### src/rtl/vec_argmax.sv
// Streaming arg-max: reduces each M-element signed vector to its maximum
// and the lowest index holding it, behind a one-entry valid/ready output slot.
module vec_argmax #(
  parameter int M  = 5,
  parameter int T  = 9,
  parameter int IW = (M > 1) ? $clog2(M) : 1
) (
  input  logic                clk,
  input  logic                reset,
  input  logic                s_valid,
  output logic                s_ready,
  input  logic signed [T-1:0] data_in,
  output logic                m_valid,
  input  logic                m_ready,
  output logic signed [T-1:0] data_out,
  output logic [IW-1:0]       out_idx
);

  localparam logic [IW-1:0] LAST_IDX = IW'(M - 1);

  logic [IW-1:0]       cnt_q, cnt_d;
  logic signed [T-1:0] rmax_q, rmax_d;
  logic [IW-1:0]       ridx_q, ridx_d;
  logic                m_valid_q, m_valid_d;
  logic signed [T-1:0] dout_q, dout_d;
  logic [IW-1:0]       oidx_q, oidx_d;

  logic                is_first;
  logic                is_last;
  logic                accept;
  logic                greater;
  logic signed [T-1:0] cand_max;
  logic [IW-1:0]       cand_idx;

  assign is_first = (cnt_q == '0);
  assign is_last  = (cnt_q == LAST_IDX);

  // Only the closing element of a vector needs the output slot to be free.
  assign s_ready  = !is_last || !m_valid_q || m_ready;
  assign accept   = s_valid && s_ready;

  // Strict compare keeps the earlier index on ties.
  assign greater  = (data_in > rmax_q);

  always_comb begin
    cand_max = rmax_q;
    cand_idx = ridx_q;
    if (is_first) begin
      cand_max = data_in;
      cand_idx = '0;
    end else if (greater) begin
      cand_max = data_in;
      cand_idx = cnt_q;
    end
  end

  always_comb begin
    cnt_d     = cnt_q;
    rmax_d    = rmax_q;
    ridx_d    = ridx_q;
    m_valid_d = m_valid_q;
    dout_d    = dout_q;
    oidx_d    = oidx_q;

    if (accept) begin
      cnt_d  = is_last ? '0 : cnt_q + 1'b1;
      rmax_d = cand_max;
      ridx_d = cand_idx;
    end

    if (accept && is_last) begin
      m_valid_d = 1'b1;
      dout_d    = cand_max;
      oidx_d    = cand_idx;
    end else if (m_valid_q && m_ready) begin
      m_valid_d = 1'b0;
    end
  end

  always_ff @(posedge clk) begin
    if (reset) begin
      cnt_q     <= '0;
      rmax_q    <= '0;
      ridx_q    <= '0;
      m_valid_q <= 1'b0;
      dout_q    <= '0;
      oidx_q    <= '0;
    end else begin
      cnt_q     <= cnt_d;
      rmax_q    <= rmax_d;
      ridx_q    <= ridx_d;
      m_valid_q <= m_valid_d;
      dout_q    <= dout_d;
      oidx_q    <= oidx_d;
    end
  end

  assign m_valid  = m_valid_q;
  assign data_out = dout_q;
  assign out_idx  = oidx_q;

endmodule

### config.mk
export PLATFORM = sky130hd
export DESIGN_NAME = vec_argmax
export DESIGN_NICKNAME = d
export VERILOG_FILES = /design/src/rtl/vec_argmax.sv
export SDC_FILE = /design/constraint.sdc
export NUM_CORES = 1
export LEC_CHECK = 0
export BUFFER_PORTS_ARGS = -buffer_cell sky130_fd_sc_hd__clkbuf_2
export CORE_MARGIN = 2
export CORE_UTILIZATION = 55
export CTS_BUF_LIST = sky130_fd_sc_hd__clkbuf_16
export DETAILED_ROUTE_END_ITERATION = 12
export GPL_ROUTABILITY_DRIVEN = 0
export GPL_TIMING_DRIVEN = 0
export PLACE_DENSITY = 0.79
export REMOVE_ABC_BUFFERS = 1
export SLEW_MARGIN = 10
export SYNTH_ARGS = -nofsm -noshare
export SYNTH_HDL_FRONTEND = slang
export SYNTH_SLANG_ARGS = --single-unit
### constraint.sdc
create_clock -name clk -period 2.4 [get_ports clk]
set_input_delay 0.24 -clock clk [delete_from_list [all_inputs] [get_ports clk]]
set_output_delay 0.24 -clock clk [all_outputs]
set_load 0.1 [all_outputs]
==> results.md <==
| Group | Metric | Value |
|:---|:---|:---|
| floorplanning | Initial core utilization | 56.8% |
| timing | Worst slew slack as a fraction of its limit | 54.6% |
| min path | Type of the worst min-delay path | in2reg |
| flow run | Total of max-cap violations | 0 |
| setup path | Worst stage delay on the critical path | 520 ps |
| clock tree | Total of hold buffers inserted after clock tree synthesis | 0 |
| power | Power per cell area | 635 nW/µm² |
| placement | Number of port buffers | 26 |
| timing | Slew at the pin with the worst max-slew slack | 681 ps |
| floorplanning | Die span in y | 56.7 µm |
| synth | Synth cell types | 35 |
| clock tree | Post-cts resize count | 1 |
| clock tree | Clock tree from TritonCTS | yes |
| timing | Tightest hold margin | 263 ps |
| finish | Most frequent cells in the layout | dfxtp_1 (28), clkbuf_2 (26), o21ai_0 (20), a21oi_1 (17), nand2_1 (16) |
| clock tree | Largest buffer count on any clock path | 2 |
| route | Overall routed net length | 3.23 mm |
| finish | Most common cell after layout, fill and taps aside | dfxtp_1 |
| clock tree | TritonCTS sink count | 28 |
| timing | Min setup slack post-route | 143 ps |
| timing | Max Clock Freq | 0.443 GHz |
| global route | GRT Overall Usage | 22.1% |
| route | Remaining routing DRC violations | 0 |
| finish | Ratio of cells with drive above 1 in the final layout | 22.0% |
| route | Detailed-routing iteration count for the pre-antenna-repair pass | 4 |
| global route | First-pass GRT wire length | 5.53 mm |
| floorplanning | Count of boundary I/O pins | 27 |
| route | Via count of the routed design | 1,283 |
| timing | Final hold violation count | 0 |
| route | Number of DRC markers in iteration 0 | 46 |
| clock tree | Post-CTS setup buffers | 0 |
| global route | Total congestion overflow after global routing | 0 |
| clock tree | Master cell of the clock root buffer | clkbuf_16 |
| timing | Final-layout setup total negative slack | 0 ps |
| global route | Vias in the first global route | 1,246 |
| route | Antenna Nets Post-Route | 0 |
| power | Reported leakage power | 0.683 nW |
| timing | Maximum clock skew at final layout | 4.47 ps |
| placement | DP HPWL | 2.20 mm |
| global route | Maximum number of pins on one net before global-route repair | 21 |
| setup path | Path type of the worst setup path | reg2reg |
| setup path | Required time at the worst-slack endpoint | 2530 ps |
| floorplanning | Die Wd | 56.7 µm |
| route | Routed WL per cell | 14.6 µm |
| power | Peak supply drop | 486 µV |
| run status | Outcome | finished clean |
| finish | Antenna Cells | 0 |
| finish | Number of nets in the layout | 217 |
| setup path | Critical-path maximum fanout | 16 |
| timing | Shortest clock period the worst path allows after layout | 2260 ps |
| clock tree | Later-pin clock latency in the skew report | 270 ps |
| floorplanning | Overall die area | 3210 µm² |
| synth | Syn Inst Count | 171 |
| setup path | CP cell instances | inv_1 > ha_1 > nand4_2 > nor4_2 > a211oi_2 > o22ai_4 > mux2i_1 > o21ai_0 |
| placement | Worst slack, placed | -88.1 ps |
| finish | Core utilization of the finished layout | 63.3% |
| timing | Max-slew violation count | 0 |
| setup path | Crit. End Element | flop |
| synth | Sequential element share of the synthesized area | 36.7% |
| finish | Area used by multi-input combinational logic | 853 µm² |
| clock tree | CTS H-Tree Depth | 1 |
| finish | Number of filler cells placed in the layout | 243 |
| clock tree | Clock buffer count from CTS | 3 |
| synth | Post-synthesis cell area | 1530 µm² |
| route | Avg Vias per Cell | 5.78 |
| floorplanning | Placeable Area | 2690 µm² |
| finish | Area delta synth->final | 11.3% |
| timing | Final Setup Violations | 0 |
| synth | Mapped Avg Cell Area | 8.93 µm² |
| clock tree | Clock transition at the registers of the reported paths | 60 ps |
| timing | Crit share post-route | 94.0% |
| synth | Synth Warn # | 0 |
| global route | Initial antenna violation count | 0 |
| synth | Total of flip-flops plus latches after synthesis | 28 |
| finish | Flip-flop and latch area | 561 µm² |
| floorplanning | Row count | 19 |
| timing | Unrepaired setup endpoints after global routing | false |
| setup path | CP startpoint kind | flop |
| setup path | Cell with the largest stage delay on the worst path | o22ai_4 |
| setup path | Signal arrival time at the worst endpoint | 2390 ps |
-- synthesized netlist by cell type --
| library cell | count | area [µm²] |
|---|---|---|
| nor4_2 | 1 | 12.5 |
| o21ai_0 | 20 | 100 |
| nand2_4 | 1 | 11.3 |
| o22ai_2 | 1 | 12.5 |
| a21oi_1 | 17 | 85.1 |
| nand3b_1 | 8 | 60.1 |
| dfxtp_1 | 28 | 561 |
| nand4_2 | 1 | 12.5 |
| and2_1 | 1 | 6.26 |
| buf_16 | 1 | 27.5 |
| nor2_1 | 7 | 26.3 |
| nor2b_1 | 1 | 6.26 |
| nand2b_1 | 1 | 6.26 |
| o21a_1 | 1 | 7.51 |
| nand2_1 | 16 | 60.1 |
| nand4_1 | 1 | 6.26 |
| o21ai_1 | 7 | 35.0 |
| or3b_1 | 1 | 8.76 |
| nand2_2 | 3 | 18.8 |
| clkbuf_1 | 3 | 11.3 |
| or3_1 | 2 | 12.5 |
| or2_4 | 1 | 8.76 |
| a31oi_1 | 2 | 12.5 |
| a31oi_4 | 1 | 21.3 |
| a211oi_2 | 1 | 12.5 |
| buf_6 | 3 | 33.8 |
| clkbuf_8 | 1 | 13.8 |
| ha_1 | 11 | 138 |
| mux2i_1 | 11 | 110 |
| nand3_1 | 3 | 15.0 |
| inv_1 | 11 | 41.3 |
| nand3_2 | 1 | 10.0 |
| xnor2_1 | 1 | 8.76 |
| and2_4 | 1 | 8.76 |
| clkbuf_2 | 1 | 5.00 |
-- critical path, delay by kind of cell, from the launching register on --
kind,cells,cell delay [ps]
AOI/OAI and AO/OA,3,710
adders and majority gates,1,300
buffers and inverters,1,50
DFF,1,350
muxes,1,300
and+or+nand+nor,2,420
-- power breakdown --
part           leakage, nW  switching, mW  internal [mW]
sequential           0.227         0.0120          0.479
clock               0.0370          0.160          0.222
combinational        0.418          0.123         0.0837
-- kinds of logic (layout without fill, tap and decap cells) --
logic type / count (synthesis) / after routing / share of synthesized area (%)
AO/OA/AOI/OAI: 50 / 50 / 18.8
XOR/XNOR: 1 / 1 / 0.574
adder cells (fa/ha/maj): 11 / 11 / 9.02
buffers and inverters: 20 / 40 / 8.69
flip-flops: 28 / 28 / 36.7
multiplexers: 11 / 11 / 7.21
AND/OR/NAND/NOR: 50 / 50 / 19.0
-- flip-flops by register name (all words and copies together) (netlist names) --
| register | count |
|---|---|
| rmax_q | 9 |
| ridx_q | 3 |
| m_valid | 1 |
| cnt_q | 3 |
| data_out | 9 |
| out_idx | 3 |
-- stage by stage --
stage                     std cells  power, mW  cell area (µm²)
after global routing            222       1.12             1700
after CTS                       222       1.08             1690
after global placement          219      0.688             1600
after floorplan                 162      0.643             1440
after detailed placement        219      0.699             1600
final                           222       1.08             1700
-- layer usage --
| layer | track usage (%) | up-vias | wire [µm] | part of all wire, % |
|---|---|---|---|---|
| met5 | 0 | - | 0 | 0 |
| met4 | 9.18 | 0 | 53 | 1.6 |
| met3 | 3.00 | 5 | 129 | 4.0 |
| met2 | 40.7 | 34 | 1720 | 53 |
| met1 | 25.3 | 607 | 1330 | 41 |
| li1 | - | 637 | - | - |
-- cell type report --
| type | count | area share, % |
|---|---|---|
| Clock buffer | 3 | 4.42 |
| Inverter | 11 | 2.43 |
| Multi-Input combinational cell | 123 | 50.2 |
| Sequential cell | 28 | 33.0 |
| Tap cell | 31 | 2.28 |
| Timing Repair Buffer | 26 | 7.66 |
-- path summary, 6_finish.rpt --
| kind | cells past startpoint | to | slack [ps] | startpoint |
|---|---|---|---|---|
| worst max-delay path | 8 | data_out[5] | 140 | rmax_q[2] |
| worst min-delay path | 3 | data_out[0] | 260 | data_in[0] |
| worst max register to register | 8 | data_out[5] | 140 | rmax_q[2] |
| worst min register to register | 2 | out_idx[0] | 450 | out_idx[0] |
No activity file was read; power rests on OpenSTA's default activity.
